## src/rtl/core_s1_s2_queue_if.sv

```systemverilog
// Valid/ready handshake carrying one instruction (pc + instruction word).
// The producer of an entry uses the master modport, the consumer uses slave.
interface core_s1_s2_queue_if #(
   parameter int PC_W    = 32,
   parameter int INSTR_W = 32
) ();
   logic               valid;
   logic               ready;
   logic [PC_W-1:0]    pc;
   logic [INSTR_W-1:0] instr;

   modport master (output valid, output pc, output instr, input ready);
   modport slave  (input valid, input pc, input instr, output ready);
endinterface

```

## src/rtl/core_s1_s2_queue.sv

```systemverilog
// DEPTH-entry decoupling FIFO between fetch (s1) and execute (s2), flushed by invalidate_fetch.
// Define CORE_S1_S2_QUEUE_BYPASS_EN for a zero-latency combinational path when the queue is empty.
module core_s1_s2_queue #(
   parameter int DEPTH   = 4,
   parameter int PC_W    = 32,
   parameter int INSTR_W = 32
) (
   input  logic                       clk,
   input  logic                       rst_n,
   core_s1_s2_queue_if.slave          s1,
   core_s1_s2_queue_if.master         s2,
   input  logic                       invalidate_fetch,
   output logic [$clog2(DEPTH):0]     occupancy,
   output logic [31:0]                stall_cycles
);
   localparam int IDX_W = $clog2(DEPTH);
   localparam int PTR_W = IDX_W + 1;

   typedef struct packed {
      logic [PC_W-1:0]    pc;
      logic [INSTR_W-1:0] instr;
   } entry_t;

   entry_t            mem [DEPTH];
   logic [PTR_W-1:0]  rd_ptr, wr_ptr;
   logic              empty, full, bypass;
   logic              push, pop, store_push, store_pop;
   entry_t            head;

   assign empty = (rd_ptr == wr_ptr);
   assign full  = (rd_ptr[IDX_W-1:0] == wr_ptr[IDX_W-1:0]) && (rd_ptr[IDX_W] != wr_ptr[IDX_W]);

`ifdef CORE_S1_S2_QUEUE_BYPASS_EN
   assign bypass = empty && s1.valid && !invalidate_fetch;
`else
   assign bypass = 1'b0;
`endif

   // A full queue refuses a push even while the head is being popped.
   assign s1.ready = !full;
   assign push     = s1.valid && s1.ready;
   assign pop      = s2.valid && s2.ready;

   // A bypassed entry taken by s2 in the same cycle never touches storage.
   assign store_push = push && !(bypass && s2.ready);
   assign store_pop  = pop && !bypass;

   assign head      = mem[rd_ptr[IDX_W-1:0]];
   assign occupancy = wr_ptr - rd_ptr;

   // NOTE: every output of a combinational block gets a default first so no latch is inferred.
   always_comb begin
      s2.valid = !empty || bypass;
      s2.pc    = '0;
      s2.instr = '0;
      if (bypass) begin
         s2.pc    = s1.pc;
         s2.instr = s1.instr;
      end else if (!empty) begin
         s2.pc    = head.pc;
         s2.instr = head.instr;
      end
   end

   // NOTE: state registers update with non-blocking assignments so all flops sample the same pre-edge values.
   always_ff @(posedge clk or negedge rst_n) begin
      if (!rst_n) begin
         rd_ptr <= '0;
         wr_ptr <= '0;
      end else if (invalidate_fetch) begin
         // Any pop this cycle has already been seen by s2; the push is dropped.
         rd_ptr <= '0;
         wr_ptr <= '0;
      end else begin
         if (store_push) wr_ptr <= wr_ptr + PTR_W'(1);
         if (store_pop)  rd_ptr <= rd_ptr + PTR_W'(1);
      end
   end

   // NOTE: the entry array has no reset; the pointers alone define which slots hold live data.
   always_ff @(posedge clk) begin
      if (store_push && !invalidate_fetch) begin
         mem[wr_ptr[IDX_W-1:0]] <= '{pc: s1.pc, instr: s1.instr};
      end
   end

   // Survives flushes so fetch back-pressure can be measured across branches.
   always_ff @(posedge clk or negedge rst_n) begin
      if (!rst_n) begin
         stall_cycles <= '0;
      end else if (s1.valid && !s1.ready && (stall_cycles != 32'hFFFF_FFFF)) begin
         stall_cycles <= stall_cycles + 32'd1;
      end
   end
endmodule

```

## src/flat_wrapper.sv

```systemverilog
// flat-port wrapper written by rule: the top's interface ports become plain ports
module core_s1_s2_queue_flat 
#(
   parameter int DEPTH   = 4,
   parameter int PC_W    = 32,
   parameter int INSTR_W = 32
)
  (clk, rst_n, invalidate_fetch, occupancy, stall_cycles, s1_valid, s1_pc, s1_instr, s1_ready, s2_valid, s2_pc, s2_instr, s2_ready);
  core_s1_s2_queue_if #(.PC_W(PC_W), .INSTR_W(INSTR_W)) s1_i ();
  core_s1_s2_queue_if #(.PC_W(PC_W), .INSTR_W(INSTR_W)) s2_i ();
  input  logic clk;
  input  logic rst_n;
  input  logic invalidate_fetch;
  output logic [$clog2(DEPTH):0] occupancy;
  output logic [31:0] stall_cycles;
  input wire logic [$bits(s1_i.valid)-1:0] s1_valid;
  input wire logic [$bits(s1_i.pc)-1:0] s1_pc;
  input wire logic [$bits(s1_i.instr)-1:0] s1_instr;
  output wire logic [$bits(s1_i.ready)-1:0] s1_ready;
  output wire logic [$bits(s2_i.valid)-1:0] s2_valid;
  output wire logic [$bits(s2_i.pc)-1:0] s2_pc;
  output wire logic [$bits(s2_i.instr)-1:0] s2_instr;
  input wire logic [$bits(s2_i.ready)-1:0] s2_ready;
  assign s1_i.valid = s1_valid;
  assign s1_i.pc = s1_pc;
  assign s1_i.instr = s1_instr;
  assign s1_ready = s1_i.ready;
  assign s2_valid = s2_i.valid;
  assign s2_pc = s2_i.pc;
  assign s2_instr = s2_i.instr;
  assign s2_i.ready = s2_ready;
  core_s1_s2_queue #(.DEPTH(DEPTH), .PC_W(PC_W), .INSTR_W(INSTR_W)) u_core (.clk(clk), .rst_n(rst_n), .s1(s1_i), .s2(s2_i), .invalidate_fetch(invalidate_fetch), .occupancy(occupancy), .stall_cycles(stall_cycles));
endmodule
```

## config.mk

```make
export PLATFORM = sky130hd
export DESIGN_NAME = core_s1_s2_queue_flat
export DESIGN_NICKNAME = d
export VERILOG_FILES = /design/src/rtl/core_s1_s2_queue_if.sv /design/src/rtl/core_s1_s2_queue.sv /design/src/flat_wrapper.sv
export SDC_FILE = /design/constraint.sdc
export NUM_CORES = 1
export LEC_CHECK = 0
export ABC_AREA = 0
export CAP_MARGIN = 10
export CORE_UTILIZATION = 40
export DETAILED_ROUTE_END_ITERATION = 8
export GPL_ROUTABILITY_DRIVEN = 0
export MAX_ROUTING_LAYER = met4
export PLACE_DENSITY = 0.58
export SYNTH_ARGS = -nofsm -noshare
export SYNTH_HDL_FRONTEND = slang
export SYNTH_SLANG_ARGS = --single-unit
```

## constraint.sdc

```tcl
create_clock -name clk -period 9.9 [get_ports clk]
set_input_delay 1.485 -clock clk [delete_from_list [all_inputs] [get_ports clk]]
set_output_delay 1.485 -clock clk [all_outputs]
set_load 0.01 [all_outputs]
```

==> impl_metrics.py <==
metrics = {
    "outcome": {
        "outcome": "complete, no violations",
    },
    "synth": {
        "ys_ff_latch": 294,
        "syn_nets": 680,
        "synth_area_sq_mm": 0.0117,
        "syn_inst": 602,
        "synth_cell_types": 36,
        "syn_avg_cell_area_sq_um": 19.4,
        "ys.warnings.count": 0,
        "ys_seq_area_frac": 0.741,
    },
    "sta": {
        "setup_viol": 0,
        "fin_worst_skew_ps": 10.2,
        "drv_slew": 0,
        "layout_setup_ws_ps": 4580,
        "worst_slew_pin_slew_ps": 1050,
        "hold_viol_final": 0,
        "fin_crit_sh": 0.537,
        "slew_headroom": 0.301,
        "grt_setup_unrepaired": "false",
        "tns_ps": 0,
        "fin_crit_ps": 5320,
        "timing.fmax_mhz": 188,
    },
    "layout": {
        "design_area_sq_mm": 0.0147,
        "multi_input_area_sq_mm": 0.00288,
        "syn2layout_area_growth_pct": 26.1,
        "final_cells": 1191,
        "nFillCells": 2357,
        "nNetsFinal": 858,
        "ff_latch_area_sq_mm": 0.00865,
        "drive_gt1_frac": 0.149,
    },
    "floorplanning": {
        "initial_utilization": 0.406,
        "core_area_sq_mm": 0.0287,
        "die_width_um": 173,
        "die-area_sq_mm": 0.0298,
        "die_h_um": 173,
        "io_pins": 170,
        "placementRows": 62,
    },
    "worst_setup_path": {
        "rr_worst_depth": 6,
        "worstPathMaxFanout": 68,
        "cp.arrival_ps": 3830,
        "cp.required_ps": 8420,
        "regToRegEndpoint": "u_core.mem[1][62]",
        "path_class": "register to primary output",
        "worstReg2RegStart": "u_core.rd_ptr[1]",
        "r2r_slack_ps": 6450,
        "end_kind": "primary output",
        "cp-start-kind": "register",
    },
    "place": {
        "dpl_worst_slack_ps": 4990,
        "dpl.cell_count": 1132,
        "portBuffers": 169,
        "hpwl_um": 13500,
        "post_dp_cell_area_sq_mm": 0.0138,
    },
    "clock_network": {
        "postCtsSetupRepairBufs": 0,
        "tritoncts": "yes",
        "clk_latency_ps": 540,
        "clock-sinks": 294,
        "cts_buffers": 30,
        "cts-resized-gates": 0,
        "root_buffer": "clkbuf_16",
        "cts-hold-fix-buffers": 0,
        "htree_levels": 1,
        "clockBufferDepth": 3,
        "clk_pin_slew_ps": 60,
    },
    "drt": {
        "route.detailed.wl_per_inst_um": 19.3,
        "drtIter0Drc": 466,
        "route.detailed.drc": 0,
        "routed_wl_um": 23000,
        "viasPerCell": 5.11,
        "detail-route-antenna-nets": 0,
        "drtPass1Iterations": 5,
        "vias": 6090,
    },
    "grt": {
        "grt_usage": 0.162,
        "grt_max_degree": 69,
        "grt_antenna_before_repair": 3,
        "grt.overflow.total": 0,
        "grt_pass1_wl_um": 36200,
        "grt_pass1_vias": 6437,
    },
    "min_path": {
        "hp-start": "u_core.stall_cycles[15]",
        "hold_path.class": "register to register",
        "whs_path_depth": 1,
        "min_to": "u_core.stall_cycles[15]",
    },
    "power": {
        "powerDensity_mw_per_mm2": 211,
        "p_leak_nw": 4.82,
        "peakVddDrop_v": 0.000147,
    },
    "flow_run": {
        "maxCapViolCount": 0,
    },
}
synthesized netlist by cell type:
master,number,area (sq um)
edfxtp_1,256,7690
and2_1,70,438
mux4_2,64,1440
dfrtp_1,38,951
xnor2_1,31,272
nand3_1,20,100
nand4_1,18,113
clkbuf_1,15,56.3
nand2_1,14,52.6
and3_1,11,68.8
nor2_1,10,37.5
ha_1,8,100
inv_1,7,26.3
buf_2,6,30.0
nor3_1,4,20.0
xor2_1,4,35.0
a21oi_1,3,15.0
buf_4,3,22.5
and4_1,2,17.5
nand2b_1,2,12.5
a31oi_1,1,6.26
and4_4,1,11.3
buf_1,1,3.75
buf_6,1,11.3
fa_1,1,20.0
mux2_2,1,11.3
mux2_4,1,15.0
nand2_4,1,11.3
nand3b_1,1,7.51
nand4b_1,1,8.76
nor3_2,1,10.0
nor4_1,1,6.26
nor4_2,1,12.5
o21a_1,1,7.51
o21ai_0,1,5.00
or4b_4,1,13.8
power by group:
group | switching [W] | total, W | internal (W) | leakage (nW)
Sequential | 0.0000461 | 0.00143 | 0.00139 | 2.85
Clock | 0.000434 | 0.00106 | 0.000631 | 0.459
Combinational | 0.000248 | 0.000598 | 0.000350 | 1.51
Total | 0.000728 | 0.00310 | 0.00237 | 4.82
cell usage in the layout (no fill, tap or decap), types with 10 or more instances in the layout:
| cell type | Yosys | final |
|---|---|---|
| nand4_1 | 18 | 18 |
| clkbuf_1 | 15 | 11 |
| clkbuf_16 | 0 | 31 |
| nand2_1 | 14 | 14 |
| dfrtp_1 | 38 | 36 |
| mux4_2 | 64 | 64 |
| xnor2_1 | 31 | 31 |
| and3_1 | 11 | 11 |
| clkdlybuf4s50_1 | 0 | 169 |
| and2_1 | 70 | 66 |
| nor2_1 | 10 | 10 |
| nand3_1 | 20 | 19 |
| edfxtp_1 | 256 | 256 |
per-layer routing:
| metal | vias up | routed length (um) | share of wire | GRT usage |
|---|---|---|---|---|
| li1 | 2730 | - | - | - |
| met1 | 3094 | 9790 | 0.43 | 0.206 |
| met2 | 232 | 11200 | 0.49 | 0.264 |
| met3 | 34 | 1570 | 0.068 | 0.0358 |
| met4 | 0 | 412 | 0.018 | 0.0406 |
| met5 | - | 0 | 0 | - |
kinds of logic (layout without fill, tap and decap cells):
group           Yosys count  after routing  share of synthesized area
buf+inv                  33            235                     0.0129
compound gates            6              6                    0.00290
mux                      66             66                      0.126
other cells               0              3                          0
simple gates            159            159                     0.0807
xor+xnor                 35             35                     0.0263
fa+ha+maj                 9              9                     0.0103
flops                   294            294                      0.741
layout make-up:
type / instances / area share
diodes: 3 / 0.000511
clock buffers: 43 / 0.0565
clock inverters: 13 / 0.00732
inverters: 7 / 0.00179
multi-input cells: 275 / 0.196
flip-flops and latches: 294 / 0.588
well taps: 384 / 0.0327
repair buffers: 172 / 0.117
registers in the layout (all words and copies together), names as in the netlist:
register	flops
u_core.mem	256
u_core.rd_ptr	3
u_core.stall_cycles	32
u_core.wr_ptr	3
how the worst max path moves through the flow:
stage                                 from          endpoint  slack [ps]
after floorplan           u_core.rd_ptr[1]  u_core.mem[0][0]        6050
after global placement    u_core.rd_ptr[1]         s2_pc[26]        5080
after detailed placement  u_core.rd_ptr[1]         s2_pc[24]        4990
after CTS                 u_core.rd_ptr[1]         s2_pc[24]        4410
after global routing      u_core.rd_ptr[1]         s2_pc[14]        4240
final                     u_core.rd_ptr[1]         s2_pc[24]        4580
worst max-delay path, stage by stage (launching register included):
cell and delay, ps:
dfrtp_4 1120, inv_1 110, ha_1 370, nand3_2 520, buf_4 470, and2_1 180
clkdlybuf4s50_1 480
stage by stage:
stage | hold WS (ps) | power [W] | utilization
after floorplan | 519 | 0.00176 | -
after global placement | 475 | 0.00207 | 0.479
after detailed placement | 489 | 0.00207 | 0.479
after CTS | 497 | 0.00314 | 0.512
after global routing | 523 | 0.00323 | 0.512
final | 495 | 0.00310 | 0.512
Note: power is estimated with default switching activity, not from simulation.
